<file path="config.mk">
export PLATFORM = sky130hd
export DESIGN_NAME = tt_sweep_ctrl
export DESIGN_NICKNAME = d
export VERILOG_FILES = /design/src/rtl/tt_sweep_pkg.sv /design/src/rtl/tt_settle_timer.sv /design/src/rtl/tt_sweep_ctrl.sv
export SDC_FILE = /design/constraint.sdc
export NUM_CORES = 1
export LEC_CHECK = 0
export CELL_PAD_IN_SITES_DETAIL_PLACEMENT = 1
export CELL_PAD_IN_SITES_GLOBAL_PLACEMENT = 2
export CORE_MARGIN = 3
export CORE_UTILIZATION = 34
export CTS_CLUSTER_SIZE = 14
export DETAILED_ROUTE_END_ITERATION = 6
export GPL_TIMING_DRIVEN = 0
export PLACE_DENSITY = 0.79
export REMOVE_ABC_BUFFERS = 1
export SETUP_SLACK_MARGIN = 0.05
export SYNTH_ARGS = -nofsm -noshare
export SYNTH_HDL_FRONTEND = slang
export SYNTH_HIERARCHICAL = 1
export SYNTH_SLANG_ARGS = --single-unit
export TNS_END_PERCENT = 5
</file>
<file path="constraint.sdc">
create_clock -name clk -period 2.35 [get_ports clk]
set_input_delay 0.235 -clock clk [delete_from_list [all_inputs] [get_ports clk]]
set_output_delay 0.235 -clock clk [all_outputs]
set_load 0.01 [all_outputs]
</file>
<file path="src/rtl/tt_sweep_pkg.sv">
// Shared types and constants for the truth-table sweep controller.
package tt_sweep_pkg;

  localparam int TT_W       = 16;
  localparam int IDX_W      = 4;
  localparam int SETTLE_MIN = 2;
  localparam int TMR_W      = 8;

  typedef enum logic [2:0] {
    IDLE,
    APPLY,
    SETTLE,
    SAMPLE,
    DONE
  } state_e;

  // Timer reload value: the timer expires when it reaches zero, so a window of
  // N cycles needs a load of N-1. Short windows are stretched to SETTLE_MIN so
  // the two synchronizer flops always fit inside the settle window.
  function automatic logic [TMR_W-1:0] settle_load(input int cycles);
    int c;
    c = cycles;
    if (c < SETTLE_MIN) c = SETTLE_MIN;
    if (c > 255) c = 255;
    return TMR_W'(c - 1);
  endfunction

endpackage

</file>
<file path="src/rtl/tt_settle_timer.sv">
// Loadable 8-bit down-counter; expired is the terminal-count compare.
module tt_settle_timer
  import tt_sweep_pkg::*;
(
  input  logic             clk,
  input  logic             rst,
  input  logic             load,
  input  logic [TMR_W-1:0] load_val,
  output logic             expired
);

  logic [TMR_W-1:0] cnt_q;

  // Count down to zero and hold there until reloaded.
  always_ff @(posedge clk or posedge rst) begin
    if (rst) begin
      cnt_q <= '0;
    end else if (load) begin
      cnt_q <= load_val;
    end else if (cnt_q != '0) begin
      cnt_q <= cnt_q - 1'b1;
    end
  end

  assign expired = (cnt_q == '0);

endmodule

</file>
<file path="src/rtl/tt_sweep_ctrl.sv">
// Self-test sequencer: steps a 4-input logic netlist through all 16 vectors,
// samples its output through a 2-flop synchronizer and compares against
// EXPECTED_TT (MSB-first: vector i maps to bit 15-i).
// Optional first-failure log enabled by defining TT_SWEEP_FAIL_LOG_EN.
//
// state  | meaning
// IDLE   | netlist inputs held at 0, waiting for start
// APPLY  | register vector idx onto in1..in4, load settle timer
// SETTLE | wait for netlist output and synchronizer to settle
// SAMPLE | record synchronized output, compare, advance or finish
// DONE   | one-cycle done pulse, inputs already back at 0
module tt_sweep_ctrl
  import tt_sweep_pkg::*;
#(
  parameter logic [TT_W-1:0] EXPECTED_TT   = 16'h2D30,
  parameter int              SETTLE_CYCLES = 8
) (
  input  logic            clk,
  input  logic            rst,
  input  logic            start,
  output logic            in1,
  output logic            in2,
  output logic            in3,
  output logic            in4,
  input  logic            out_i,
  output logic            busy,
  output logic            done,
  output logic            pass,
  output logic [TT_W-1:0] obs_tt
`ifdef TT_SWEEP_FAIL_LOG_EN
  ,
  output logic            fail_valid,
  output logic [IDX_W-1:0] fail_idx
`endif
);

  localparam logic [TMR_W-1:0] SETTLE_LOAD = settle_load(SETTLE_CYCLES);
  localparam logic [IDX_W-1:0] IDX_LAST    = IDX_W'(TT_W - 1);

  state_e           state_q;
  logic [IDX_W-1:0] idx_q;
  logic [IDX_W-1:0] vec_q;
  logic             busy_q;
  logic             done_q;
  logic             pass_q;
  logic [TT_W-1:0]  obs_q;
  logic             sync1_q;
  logic             sync2_q;
  logic             tmr_load;
  logic             tmr_expired;
`ifdef TT_SWEEP_FAIL_LOG_EN
  logic             fail_valid_q;
  logic [IDX_W-1:0] fail_idx_q;
`endif

  assign tmr_load = (state_q == APPLY);

  tt_settle_timer u_settle_timer (
    .clk      (clk),
    .rst      (rst),
    .load     (tmr_load),
    .load_val (SETTLE_LOAD),
    .expired  (tmr_expired)
  );

  // Two-flop synchronizer for the asynchronous netlist output.
  always_ff @(posedge clk or posedge rst) begin
    if (rst) begin
      sync1_q <= 1'b0;
      sync2_q <= 1'b0;
    end else begin
      sync1_q <= out_i;
      sync2_q <= sync1_q;
    end
  end

  // Sweep sequencer with registered stimulus and result outputs.
  always_ff @(posedge clk or posedge rst) begin
    if (rst) begin
      state_q <= IDLE;
      idx_q   <= '0;
      vec_q   <= '0;
      busy_q  <= 1'b0;
      done_q  <= 1'b0;
      pass_q  <= 1'b0;
      obs_q   <= '0;
`ifdef TT_SWEEP_FAIL_LOG_EN
      fail_valid_q <= 1'b0;
      fail_idx_q   <= '0;
`endif
    end else begin
      done_q <= 1'b0;
      unique case (state_q)
        IDLE: begin
          vec_q <= '0;
          if (start) begin
            state_q <= APPLY;
            idx_q   <= '0;
            obs_q   <= '0;
            pass_q  <= 1'b1;
            busy_q  <= 1'b1;
`ifdef TT_SWEEP_FAIL_LOG_EN
            fail_valid_q <= 1'b0;
            fail_idx_q   <= '0;
`endif
          end
        end
        APPLY: begin
          vec_q   <= idx_q;
          state_q <= SETTLE;
        end
        SETTLE: begin
          if (tmr_expired) state_q <= SAMPLE;
        end
        SAMPLE: begin
          obs_q[IDX_LAST - idx_q] <= sync2_q;
          if (sync2_q != EXPECTED_TT[IDX_LAST - idx_q]) begin
            pass_q <= 1'b0;
`ifdef TT_SWEEP_FAIL_LOG_EN
            if (!fail_valid_q) begin
              fail_valid_q <= 1'b1;
              fail_idx_q   <= idx_q;
            end
`endif
          end
          // Exit on the last vector instead of letting idx wrap to 0.
          if (idx_q == IDX_LAST) begin
            state_q <= DONE;
            done_q  <= 1'b1;
            vec_q   <= '0;
          end else begin
            idx_q   <= idx_q + 1'b1;
            state_q <= APPLY;
          end
        end
        DONE: begin
          state_q <= IDLE;
          busy_q  <= 1'b0;
        end
        default: state_q <= IDLE;
      endcase
    end
  end

  assign {in1, in2, in3, in4} = vec_q;
  assign busy   = busy_q;
  assign done   = done_q;
  assign pass   = pass_q;
  assign obs_tt = obs_q;
`ifdef TT_SWEEP_FAIL_LOG_EN
  assign fail_valid = fail_valid_q;
  assign fail_idx   = fail_idx_q;
`endif

endmodule

</file>
# Yosys cells after proc, flatten, opt, wreduce, memory -nomap -nowiden
# Memory sizes are Yosys's and may differ from the RTL's.
# Index checks and enable logic that the tools add are counted.
# Widths: inputs -> output; s select.
dict set report classes {
  addsub 3
  magnitude_cmp 2
  n_eq_ne 11
  n_mux 23
  reduce_logical 14
}
# operator n
set ops {}
lappend ops {{$pmux 16 s2} 1}
lappend ops {{$bwmux 16} 1}
lappend ops {{$mux 16} 1}
lappend ops {{$mux 8} 2}
lappend ops {{$mux 4} 3}
lappend ops {{$pmux 3 s4} 1}
lappend ops {{$pmux 4 s3} 1}
lappend ops {{$ne 2x2->1 const B} 5}
lappend ops {{$mux 3} 3}
lappend ops {{$logic_not 8->1} 1}
lappend ops {{$pmux 4 s2} 1}
lappend ops {{$reduce_and 2->1} 4}
lappend ops {{$reduce_bool 8->1} 1}
lappend ops {{$sub 8x1->8 const B} 1}
lappend ops {{$eq 3x2->1 const B} 2}
lappend ops {{$mux 1} 6}
lappend ops {{$reduce_and 3->1} 2}
lappend ops {{$reduce_bool 2->1} 3}
lappend ops {{$lt 4x5->1 const B} 1}
lappend ops {{$add 4x1->4 const B} 1}
lappend ops {{$demux 1 s4} 1}
lappend ops {{$eq 4x4->1 const B} 1}
lappend ops {{$ge 4x1->1 const B} 1}
lappend ops {{$pmux 1 s2} 2}
lappend ops {{7 further kinds} 7}
dict set report totals {
  reg_bits 40
  rom_bits 16
  output_inout_bits 23
  wordCells 64
  mem_count 1
}
# memory words width read_ports rd_ports_with_merged_regs write_ports line_no
set mem_list {}
lappend mem_list {{(name not given)} 16 1 1 0 0 tt_sweep_ctrl.sv:117} ;# if (sync2_q != EXPECTED_TT[IDX_LAST - idx_q]) begin

# Depth between registers and ports, before layout
# Gate-level depths: netlist of the first run.
dict set report depth {
  ltp_word 7
  depth_mapped 9
}

# Modules after synthesis
# Netlist of the first run, hierarchy kept.
# mod n_inst cells_per_inst area_per_inst_um2
set modules_own_cells {}
lappend modules_own_cells {tt_sweep_ctrl 1 153 1539.0}
lappend modules_own_cells {tt_settle_timer 1 56 496.7}

# Least setup slack after synthesis of the first run
# OpenSTA, ideal clock, no wires.
dict set report synth_timing {
  path_kind {reg-to-reg}
  startpoint {register u_settle_timer.cnt_q[0]}
  endpoint {register state_q[0]}
  t_arrival_ns 1.641
  t_required_ns 2.279
  setup_slack_ns 0.637
  stages_incl_launch_ff 10
  synth_period_minus_slack_ns 1.713
  path_cell_list {dfrtp_1 > inv_1 > ha_1 > or4b_1 > buf_2 > nor2_2 > mux2i_1 > nor2_1 > a31oi_1 > nor2_1}
}
dict set report synth_between {
  elab_chain_len 3
}
# element line_no
set synth_lines {}
lappend synth_lines {{start, declared} tt_settle_timer.sv:12} ;# logic [TMR_W-1:0] cnt_q;
lappend synth_lines {{start signal, assigned} tt_settle_timer.sv:19} ;# cnt_q <= load_val;
lappend synth_lines {{start signal, assigned} tt_settle_timer.sv:21} ;# cnt_q <= cnt_q - 1'b1;
lappend synth_lines {{$logic_not 8->1} tt_settle_timer.sv:25} ;# assign expired = (cnt_q == '0);
lappend synth_lines {{net tmr_expired} tt_sweep_ctrl.sv:50} ;# logic tmr_expired;
lappend synth_lines {{$ne 2x2->1 (no source line)} n/a}
lappend synth_lines {{$reduce_and 2->1 (no source line)} n/a}
lappend synth_lines {{end signal, assigned} tt_sweep_ctrl.sv:80} ;# state_q <= IDLE;
lappend synth_lines {{end signal, assigned} tt_sweep_ctrl.sv:97} ;# state_q <= APPLY;
lappend synth_lines {{end signal, assigned} tt_sweep_ctrl.sv:110} ;# state_q <= SETTLE;
lappend synth_lines {{end, declared} tt_sweep_ctrl.sv:40} ;# state_e state_q;
# The timed path passes the listed nets, and every way through them passes these cells.
# A chain may end at the register's enable or synchronous reset.

# Worst setup path in the final report of the first run
# Ends and elaborated chain as after synthesis.

==> metrics.cfg, run 1 <==
[power_and_ir_drop]
p_total_w = 0.002473
power.density_nw_per_um2 = 1003
irDropWorstVdd_mv = 0.5432
p_leak_nw = 1.063

[worst_hold_path]
hp-class = primary input to asynchronous set/reset pin

[worst_setup_path]
reg2reg_slack_ps = 360
critical-path-slowest-cell = or4b_1
cp_max_fo = 6
crit_arrival_ps = 2210
reg2reg_depth = 8
required_ps = 2580
cpPeakStageDelay_ps = 610
reg2reg_from = u_settle_timer/cnt_q[0]$_DFFE_PP0P_
r2r-end = state_q[0]$_DFFE_PP0P_
path_cells = inv_1, ha_1, or4b_1, nor2_2, mux2i_1, nor2_1, a31oi_1, nor2_1
crit_path_end_kind = flip-flop
crit_top_cell = nor2_1
critPathKind = flip-flop to flip-flop
startpoint_type = flip-flop

[sta]
fin_tns_setup_ps = 0
worst_slew_pin_slew_ps = 697.5
setup_viol = 0
hold_ws_ps = 229.6
maxSlewViolCount = 0
period_share_pct = 84.60
grt_setup_unrepaired = no
finalClockSkew_ps = 5.616
slew_headroom_pct = 53.29
hold_viol_final = 0
min_period_ps = 1988
fmax_mhz = 503.0
layout_setup_ws_ps = 361.8

[global_routing]
grt_pass1_vias = 1698
track_usage_pct = 15.59
grt_max_degree = 33
gr-total-overflow = 0
grt_first_pass_wirelength_um = 8811
antenna_found_initial = 0

[clock_tree]
cts_resized = 0
cts_root_buffer = clkbuf_8
htreeDepth = 2
tritoncts = yes
cts_hold_buf = 0
post_cts_buffers = 0
clkLatencyLatePin_ps = 290
clockBufferDepth = 2
path_clk_slew_ps = 80
cts_made_buffers = 5
numClockSinks = 40

[floorplanning]
start_util_pct = 36.08
fp.dieArea_um2 = 6952
core_area_um2 = 5642
pin_count = 27
fp-row-count = 27
die_h_um = 83.38
fp.dieW_um = 83.38

[placed_design]
place_area_um2 = 2361
globalplace.congestion = 0.7484
portBuffers = 26
hpwl_um = 3529
dp_worst_setup_slack_ps = 324.1

[yosys]
ys_seq_elements = 40
ys_types = 47
syn_avg_cell_area_um2 = 9.740
synth-warning-count = 6
yosys-top-cells-area = dfrtp_1 (49%), o21ai_0 (6.4%), a21oi_1 (4.2%)
synth_top_area_share_pct = 49.17
syn_area_um2 = 2036
ys_seq_area_share_pct = 49.17
synth_edf_count = 0
synth_flop_cell = dfrtp_1
synth_area_leader_cell = dfrtp_1
syn_inst = 209
synth_common_cells = dfrtp_1 (40), o21ai_0 (26), a21oi_1 (17), nor2_1 (17), nand2_1 (12)
yosysMostFrequentCell = dfrtp_1
synth-async-reset-ratio_pct = 100.0

[detailed_routing]
viasPerCell = 5.215
postRouteAntennaNets = 0
drtIter0Drc = 32
vias = 1627
post-route-drc-count = 0
firstDrtPassIters = 4
routed_wl_um = 5040
wl_per_cell_um = 16.15

[status]
status = finished, final reports clean

[final_layout]
area_growth_pct = 21.14
insertedDiodeCount = 0
drive_gt1_share_pct = 7.917
postLayoutCellArea_um2 = 2466
finalNetCount = 250

[run]
maxCapViolations = 0

-- area by class of cell --
type / count / area [µm²]
Fill cell: 638 / 3176
Tap cell: 72 / 90.09
Clock inverter: 1 / 5.005
Sequential cell: 40 / 1001
Inverter: 8 / 30.03
Timing Repair Buffer: 28 / 299.0
Multi-Input combinational cell: 157 / 968.4
Clock buffer: 6 / 72.57
-- critical path, delay by kind of cell, from the launching register on --
kind / cells / cell delay [ps]
AND/OR/NAND/NOR: 4 / 1030
adder cells (fa/ha/maj): 1 / 230
multiplexers: 1 / 100
AO/OA/AOI/OAI: 1 / 50
flip-flops: 1 / 420
buffers and inverters: 1 / 90
-- logic make-up (layout without fill, tap and decap cells) --
kind of cell / Yosys count / count (layout) / synth area share, %
AND/OR/NAND/NOR: 63 / 63 / 15.80
buffers and inverters: 18 / 43 / 4.609
AO/OA/AOI/OAI: 73 / 73 / 23.17
XOR/XNOR: 4 / 4 / 1.721
other: 2 / 8 / 0.3689
flip-flops: 40 / 40 / 49.17
adder cells (fa/ha/maj): 6 / 6 / 3.688
multiplexers: 3 / 3 / 1.475
-- sequential cells by signal, indices dropped and copies added (netlist names) --
register and count:
obs_tt 16, u_settle_timer/cnt_q 8, idx_q 4, vec_q 4
state_q 3, busy 1, done 1, pass 1
sync1_q 1, sync2_q 1
-- how the worst max path moves through the flow --
stage	depth (start not counted)	start	to
after global routing	4	state_q[1]$_DFFE_PP0P_	idx_q[3]$_DFFE_PP0P_
final	8	u_settle_timer/cnt_q[0]$_DFFE_PP0P_	state_q[0]$_DFFE_PP0P_
after detailed placement	5	start	idx_q[3]$_DFFE_PP0P_
after global placement	3	state_q[2]$_DFFE_PP0P_	u_settle_timer/cnt_q[7]$_DFFE_PP0P_
after floorplan	3	state_q[2]$_DFFE_PP0P_	u_settle_timer/cnt_q[7]$_DFFE_PP0P_
after CTS	8	u_settle_timer/cnt_q[0]$_DFFE_PP0P_	state_q[0]$_DFFE_PP0P_
-- stage by stage --
stage	cells	utilization (%)
floorplan	205	-
global placement	303	41.56
detailed placement	304	41.85
CTS	311	43.22
global route	312	43.71
finish	312	43.71
-- cells in the final DEF, fill, tap and decap left out, types with 2 or more instances in the layout --
| cell type | count |
|---|---|
| dfrtp_1 | 40 |
| or2_2 | 2 |
| a21oi_1 | 17 |
| a22o_1 | 4 |
| a31oi_1 | 5 |
| nor2b_1 | 3 |
| nand3_1 | 8 |
| clkbuf_8 | 5 |
| nand4_1 | 2 |
| o21ai_1 | 5 |
| o21ai_0 | 26 |
| mux2i_1 | 3 |
| nor2_1 | 17 |
| conb_1 | 8 |
| nand2_1 | 12 |
| xnor2_1 | 4 |
| nor3_1 | 5 |
| and3_1 | 2 |
| clkdlybuf4s50_1 | 26 |
| ha_1 | 6 |
| nand2b_1 | 3 |
| o31ai_1 | 3 |
| inv_1 | 7 |
-- power breakdown --
group | internal, W | total, W | switching, W
Clock | 0.000202 | 0.000435 | 0.000233
Combinational | 0.000444 | 0.00101 | 0.000563
Sequential | 0.000839 | 0.00103 | 0.000191
Total | 0.00149 | 0.00247 | 0.000988
-- per-layer routing --
metal / global-route usage [%] / up-vias / part of all wire, % / wire length [µm]
li1: - / 797 / - / -
met1: 21.32 / 805 / 50 / 2506
met2: 24.64 / 20 / 47 / 2368
met3: 2.679 / 5 / 1.9 / 95
met4: 5.795 / 0 / 1.3 / 68
met5: 0 / - / 0 / 0
(Power assumes the default switching activity.)
==> run 2, diff against run 1 <==
--- a/config.mk
+++ b/config.mk
@@ -8,11 +8,11 @@
 export CELL_PAD_IN_SITES_DETAIL_PLACEMENT = 1
 export CELL_PAD_IN_SITES_GLOBAL_PLACEMENT = 2
 export CORE_MARGIN = 3
-export CORE_UTILIZATION = 34
+export CORE_UTILIZATION = 31
 export CTS_CLUSTER_SIZE = 14
 export DETAILED_ROUTE_END_ITERATION = 6
 export GPL_TIMING_DRIVEN = 0
-export PLACE_DENSITY = 0.79
+export PLACE_DENSITY = 0.76
 export REMOVE_ABC_BUFFERS = 1
 export SETUP_SLACK_MARGIN = 0.05
 export SYNTH_ARGS = -nofsm -noshare
==> constraint.sdc (replaced) <==
create_clock -name clk -period 1.7 [get_ports clk]
set_input_delay 0.17 -clock clk [delete_from_list [all_inputs] [get_ports clk]]
set_output_delay 0.17 -clock clk [all_outputs]
set_load 0.01 [all_outputs]
==> run 2 against run 1 <==
Wire length grew 5.8%; final cell count grew 5.8%; largest power group is now combinational logic; highest routed layer unchanged; hold slack lost 29 ps; cell area grew 8.8%; critical endpoint unchanged; critical path depth is the same; sequential cell count is the same; clock skew shrank 1.0 ps.
==> metrics.cfg, run 2 (synthesis gave the netlist of run 1 again) <==
[status]
status = finished, final reports clean

[detailed_routing]
postRouteAntennaNets = 0
firstDrtPassIters = 4
post-route-drc-count = 0
routed_wl_um = 5334
wl_per_cell_um = 16.16
drtIter0Drc = 43
vias = 1693
viasPerCell = 5.130

[global_routing]
gr-total-overflow = 0
grt_max_degree = 33
track_usage_pct = 15.35
antenna_found_initial = 0
grt_first_pass_wirelength_um = 9052
grt_pass1_vias = 1807

[worst_setup_path]
startpoint_type = flip-flop
reg2reg_depth = 8
reg2reg_slack_ps = 20
crit_end = state_q[0]$_DFFE_PP0P_
r2r-end = state_q[0]$_DFFE_PP0P_
reg2reg_from = u_settle_timer/cnt_q[1]$_DFFE_PP0P_
critPathLaunch = u_settle_timer/cnt_q[1]$_DFFE_PP0P_
required_ps = 1920
crit_path_end_kind = flip-flop
critPathKind = flip-flop to flip-flop
crit_arrival_ps = 1900
cp_max_fo = 5

[final_layout]
insertedDiodeCount = 0
final_cell_mix = dfrtp_1 (37), clkdlybuf4s50_1 (26), o21ai_1 (18), a21oi_1 (16), nor2_1 (14)
final_common_cell = dfrtp_1
regArea_um2 = 1005
multi_input_area_um2 = 1044
finalNetCount = 264
fill_cells = 691
largest_reg_flops = 16
drive_gt1_share_pct = 20.00
fin_cells = 330
area_growth_pct = 31.78

[clock_tree]
clkLatencyLatePin_ps = 290
path_clk_slew_ps = 80
cts_root_buffer = clkbuf_8
numClockSinks = 40
cts_hold_buf = 0
cts_made_buffers = 5
htreeDepth = 2
tritoncts = yes
clockBufferDepth = 2

[power_and_ir_drop]
p_leak_nw = 1.137
power.density_nw_per_um2 = 1463
irDropWorstVdd_mv = 0.6360
p_total_w = 0.003926

[sta]
hold_viol_final = 0
finalClockSkew_ps = 4.596
maxSlewViolCount = 0
slew_headroom_pct = 60.50
worst_slew_pin_slew_ps = 592.5
setup_viol = 0
fin_tns_setup_ps = 0
grt_setup_unrepaired = yes
fmax_mhz = 596.1
period_share_pct = 98.68
min_period_ps = 1678
layout_setup_ws_ps = 22.49

[floorplanning]
start_util_pct = 33.20
fp.dieW_um = 87.04
fp.dieArea_um2 = 7575
die_h_um = 87.04
fp-row-count = 28
pin_count = 27
core_area_um2 = 6131

[placed_design]
dp_worst_setup_slack_ps = -316.9
globalplace.congestion = 0.7310
portBuffers = 26
hpwl_um = 3520
dp_cells = 307

[worst_hold_path]
hp-class = primary input to asynchronous set/reset pin

[run]
maxCapViolations = 0

## run 2: cell types whose count changed in the layout (fill, tap and decap cells not counted), moves of 3 or more
cell | previous run | this run
dfrtp_2 | 0 | 3
o21ai_1 | 5 | 18
ha_1 | 6 | 3
buf_4 | 0 | 12
nor2_1 | 17 | 14
o21ai_0 | 26 | 11
dfrtp_1 | 40 | 37
## run 2: layout make-up
cell class	count	area share (%)
Multi-Input combinational cell	157	38.90
Sequential cell	40	37.45
Timing Repair Buffer	42	15.67
Tap cell	75	3.498
Clock buffer	8	3.358
Inverter	8	1.119
## run 2: how the worst min path moves through the flow
stage                                 start                             endpoint  slack (ps)  depth (start not counted)
after floorplan                         rst  u_settle_timer/cnt_q[0]$_DFFE_PP0P_         -10                          1
after global placement    sync1_q$_DFF_PP0_                    sync2_q$_DFF_PP0_         340                          0
after detailed placement  sync1_q$_DFF_PP0_                    sync2_q$_DFF_PP0_         340                          0
after CTS                               rst  u_settle_timer/cnt_q[2]$_DFFE_PP0P_         170                          2
after global routing                    rst  u_settle_timer/cnt_q[6]$_DFFE_PP0P_         210                          2
final                                   rst  u_settle_timer/cnt_q[0]$_DFFE_PP0P_         200                          2
## run 2: repair_timing
action / in CTS / in global routing
buffers inserted: 12 / 2
endpoints found under the setup margin: 30 / 24
pin swaps: 2 / 3
gates resized for setup: 15 / 23
gates cloned: 0 / 0
## run 2: power breakdown
| group | internal [W] | leakage [nW] | switching, W |
|---|---|---|---|
| Clock | 0.000332 | 0.0455 | 0.000332 |
| Combinational | 0.000887 | 0.572 | 0.000973 |
| Sequential | 0.00116 | 0.519 | 0.000239 |
| Total | 0.00238 | 1.14 | 0.00154 |
## run 2: metal layers
| layer | track usage (%) | routed length (µm) | up-vias |
|---|---|---|---|
| met5 | 0 | 0 | - |
| met4 | 4.674 | 36 | 0 |
| met3 | 3.217 | 131 | 2 |
| met2 | 24.09 | 2528 | 22 |
| met1 | 21.21 | 2639 | 836 |
| li1 | - | - | 833 |
## run 2: stage by stage
stage / utilization [%] / instance area [µm²] / hold WS, ps
after detailed placement: 38.57 / 2365 / 338.1
after CTS: 42.57 / 2610 / 172.1
final: 43.76 / 2683 / 201.1
after floorplan: - / 1994 / -14.34
after global routing: 43.76 / 2683 / 209.1
after global placement: 38.31 / 2349 / 335.4
## run 2: critical path: stages, from the launching register on
cell	delay [ps]
dfrtp_1	400
inv_2	90
ha_4	160
or4b_4	510
nor2_4	140
mux2i_1	80
nor2_1	90
a31oi_1	50
nor2_1	90
==> run 3, diff against run 2 <==
==> constraint.sdc (replaced) <==
create_clock -name clk -period 1.7 [get_ports clk]
set_input_delay 0.34 -clock clk [delete_from_list [all_inputs] [get_ports clk]]
set_output_delay 0.34 -clock clk [all_outputs]
set_load 0.01 [all_outputs]
==> run 3 against run 2 <==
Count of clock-buffer cells in the layout is the same; hold slack gained 150 ps; sequential power is essentially flat; register-to-register slack is essentially flat; highest routed layer unchanged; largest power group unchanged; critical path depth is the same; fmax is essentially flat.
==> metrics.cfg, run 3 (synthesis gave the netlist of run 1 again) <==
[status]
status = finished, final reports clean

[final_layout]
area_growth_pct = 31.71
insertedDiodeCount = 0
final_cell_mix = dfrtp_1 (37), clkdlybuf4s50_1 (25), o21ai_1 (18), a21oi_1 (16), nor2_1 (14)
drive_gt1_share_pct = 20.00
largest_reg_flops = 16
final_common_cell = dfrtp_1
fin_cells = 330
postLayoutCellArea_um2 = 2681
finalNetCount = 264

[worst_hold_path]
hp-class = flip-flop to flip-flop

[sta]
setup_viol = 0
grt_setup_unrepaired = yes
hold_viol_final = 0
worst_slew_pin_slew_ps = 598.6
maxSlewViolCount = 0
finalClockSkew_ps = 4.522
layout_setup_ws_ps = 22.87
min_period_ps = 1677
hold_ws_ps = 352.0
period_share_pct = 98.65
fmax_mhz = 596.3
slew_headroom_pct = 60.09

[power_and_ir_drop]
p_leak_nw = 1.138
combPwrFrac_pct = 47.4
power_frac_clock_pct = 16.9
irDropWorstVdd_mv = 0.6359
p_total_w = 0.003926
swShare_pct = 39.32
internal_power_w = 0.002382
power.density_nw_per_um2 = 1464
power_switching_w = 0.001544
pwr-share-seq_pct = 35.7

[worst_setup_path]
critPathLaunch = u_settle_timer/cnt_q[1]$_DFFE_PP0P_
reg2reg_depth = 8
crit_path_end_kind = flip-flop
crit_arrival_ps = 1900
cp_max_fo = 5
required_ps = 1920
reg2reg_slack_ps = 20
r2r-end = state_q[0]$_DFFE_PP0P_
crit_end = state_q[0]$_DFFE_PP0P_
critPathKind = flip-flop to flip-flop
startpoint_type = flip-flop
reg2reg_from = u_settle_timer/cnt_q[1]$_DFFE_PP0P_

[clock_tree]
cts_made_buffers = 5
cts_hold_buf = 0
numClockSinks = 40
path_clk_slew_ps = 80
cts_root_buffer = clkbuf_8
clockBufferDepth = 2
clkLatencyLatePin_ps = 290
htreeDepth = 2
tritoncts = yes

[placed_design]
hpwl_um = 3520
dp_cells = 307
globalplace.congestion = 0.7310
place_area_um2 = 2365
dp_worst_setup_slack_ps = -427.7
portBuffers = 26

[detailed_routing]
vias = 1693
routed_wl_um = 5334
drtIter0Drc = 43
viasPerCell = 5.130
wl_per_cell_um = 16.16
firstDrtPassIters = 4
post-route-drc-count = 0
postRouteAntennaNets = 0

[floorplanning]
die_h_um = 87.04
fp.dieW_um = 87.04
pin_count = 27
fp-row-count = 28
core_area_um2 = 6131
start_util_pct = 33.20
fp.dieArea_um2 = 7575

[run]
maxCapViolations = 0

[global_routing]
track_usage_pct = 15.35
grt_first_pass_wirelength_um = 9052
grt_max_degree = 33
antenna_found_initial = 0
grt_pass1_vias = 1807
gr-total-overflow = 0

==> run 3: cell types whose count changed in the layout (fill, tap and decap cells not counted) <==
| cell | change |
|---|---|
| clkdlybuf4s50_1 | -1 |
| dlygate4sd2_1 | +1 |
==> run 3: timing repair <==
item,4_1_cts,5_1_grt
setup buffers,12,2
pin swaps,2,3
resized for setup,16,23
cloned,0,0
setup endpoints to repair,30,24
==> run 3: worst max-delay path, cell delays in order, from the launching register on <==
cell and delay (ps):
dfrtp_1 400, inv_2 90, ha_4 160, or4b_4 510, nor2_4 140, mux2i_1 80
nor2_1 90, a31oi_1 50, nor2_1 90
==> run 3: worst min-delay path by stage <==
stage                            from                                  end  slack, ps  cells after the start
detailed placement  sync1_q$_DFF_PP0_                    sync2_q$_DFF_PP0_        340                      0
floorplan                         rst  u_settle_timer/cnt_q[0]$_DFFE_PP0P_        160                      1
CTS                               rst  u_settle_timer/cnt_q[2]$_DFFE_PP0P_        340                      2
global placement    sync1_q$_DFF_PP0_                    sync2_q$_DFF_PP0_        340                      0
finish              sync1_q$_DFF_PP0_                    sync2_q$_DFF_PP0_        350                      0
global route        sync1_q$_DFF_PP0_                    sync2_q$_DFF_PP0_        370                      0
==> run 3: power by group through the flow <==
stage | registers [W] | logic, W | clock network [W]
finish | 0.00140 | 0.00186 | 0.000664
global placement | 0.00144 | 0.00137 | 0
detailed placement | 0.00144 | 0.00141 | 0
floorplan | 0.00140 | 0.000960 | 0
CTS | 0.00139 | 0.00177 | 0.000687
global route | 0.00145 | 0.00206 | 0.000727
==> run 3: final cells by class <==
type	instances	area, µm²
multi-input cells	157	1044
fillers	692	3450
well taps	75	93.84
inverters	8	30.03
flip-flops and latches	40	1005
repair buffers	42	419.2
clock buffers	8	90.09
==> run 3: per-stage QoR <==
| step | TNS, ps | util (%) |
|---|---|---|
| floorplan | -4214 | - |
| global placement | -24460 | 38.31 |
| detailed placement | -13250 | 38.57 |
| CTS | 0 | 42.55 |
| global route | -488.4 | 43.73 |
| finish | 0 | 43.73 |
==> run 3: routing by layer <==
metal | up-vias | global-route usage [%] | part of all wire, %
met5 | - | 0 | 0
met4 | 0 | 4.674 | 0.67
met3 | 2 | 3.217 | 2.5
met2 | 22 | 24.09 | 47
met1 | 836 | 21.21 | 49
li1 | 833 | - | -
==> edit (flow settings as in run 1) <==
Register the inputs `start` and `out_i` before use, cleared by the reset. The logic sees them one clock later.
--- a/src/rtl/tt_sweep_ctrl.sv
+++ b/src/rtl/tt_sweep_ctrl.sv
@@ -37,6 +37,19 @@
   localparam logic [TMR_W-1:0] SETTLE_LOAD = settle_load(SETTLE_CYCLES);
   localparam logic [IDX_W-1:0] IDX_LAST    = IDX_W'(TT_W - 1);
 
+  logic start_q;
+  logic out_q;
+
+  always_ff @(posedge clk or posedge rst) begin
+    if (rst) begin
+      start_q <= '0;
+      out_q   <= '0;
+    end else begin
+      start_q <= start;
+      out_q   <= out_i;
+    end
+  end
+
   state_e           state_q;
   logic [IDX_W-1:0] idx_q;
   logic [IDX_W-1:0] vec_q;
@@ -69,7 +82,7 @@
       sync1_q <= 1'b0;
       sync2_q <= 1'b0;
     end else begin
-      sync1_q <= out_i;
+      sync1_q <= out_q;
       sync2_q <= sync1_q;
     end
   end
@@ -93,7 +106,7 @@
       unique case (state_q)
         IDLE: begin
           vec_q <= '0;
-          if (start) begin
+          if (start_q) begin
             state_q <= APPLY;
             idx_q   <= '0;
             obs_q   <= '0;
Formal check against the unedited RTL: not equivalent (Yosys sat finds a counterexample within 4 cycles, from zero or initial values and one cycle with rst high).
==> edit against run 1 <==
- non-clock buffer count down 1
- total power grew 5.0%
- global-route usage decreased by 0.72 points
- setup slack lost 140 ps
- final area up 6.5%
- synthesized area is 9.5% higher
- routed wire length grew 0.32%
- sequential cell count is 2 higher
- final cell count increased by 2.6%
- critical endpoint is now obs_tt[13]$_DFFE_PP0P_
- largest power group unchanged
==> edit: results (changes against run 1) <==
p_switching_mw: 1.03  # +3.9%
totalWireLength_um: 5060  # +0.32%
cts_buffer_depth: 2  # unchanged
r2r_cells: 3  # -5
power.total_mw: 2.60  # +5.0%
dp_cells: 312  # +2.6%
drive_above_1_share_pct: 9.39  # +1.5 points
hold_class: "primary input to async pin"
clk_pin_slew_ps: 90
synth_cell_types: 53  # +13%
tightest_slew_ps: 996  # +299 ps
globalplace.congestion: 0.700  # -6.4%
layout.cells.non_filler: 320  # +2.6%
cp_max_fo: 20  # +14
ir_worst_vdd_mv: 0.335  # -38%
hpwl_um: 3470  # -1.5%
vias: 1701  # +4.5%
synth_compound_area_share_pct: 14.5  # -8.7 points
clock_latency_ps: 310  # +20 ps
syn_avg_cell_area_um2: 10.1  # +3.6%
fin_nets: 254  # +1.6%
wl_met1_um: 2380  # -5.0%
wl_met2_um: 2460  # +4.1%
synth_xor_xnor_area_share_pct: 1.18  # -0.54 points
placed_cell_area_um2: 2540  # +7.5%
reg2reg_setup_slack_ps: 220  # -140 ps
worstSetupStartpoint: "state_q[1]$_DFFE_PP0P_"
p_leak_nw: 1.09  # +2.6%
fin_skew_ps: 7.32  # +1.70 ps
critPathArrivalTime_ps: 2320  # +110 ps
status: "finished clean"
r2r-end: "obs_tt[13]$_DFFE_PP0P_"
grt_max_degree: 35  # +6.1%
p_comb_share_pct: 39.8  # -1.0 points
synthAdderAreaFrac_pct: 3.37  # -0.32 points
fin_area_um2: 2630  # +6.5%
yosysSeqAreaShare_pct: 47.1  # -2.0 points
use_met1_pct: 18.2  # -3.1 points
synthMuxAreaShare_pct: 7.80  # +6.3 points
==> edit: changes by cell type in the layout (fill, tap and decap cells not counted), moves of 5 or more <==
cell	delta
o22ai_1	+9
inv_1	+10
nor2_1	-6
o21ai_0	-21
nand3b_1	+8
a21oi_1	-11
o21ai_1	-5
mux2i_1	+11
==> edit: worst max-delay path, stage by stage (launching register included) <==
cell and delay, ps:
dfrtp_1 520, and3b_1 880, mux2_2 410, a32o_1 200
==> edit: per-stage QoR <==
stage	hold WS, ps	setup slack (ps)
finish	234	224
detailed placement	346	233
global placement	333	-497
floorplan	50.7	148
global route	273	93.2
CTS	225	210
==> edit: cell type report <==
cell class / count / area share (%)
multi-input combinational: 150 / 40.1
clock inverter: 3 / 0.810
tap: 75 / 3.57
timing repair buffer: 27 / 10.3
inverter: 18 / 2.57
clock buffer: 5 / 2.62
sequential: 42 / 40.0
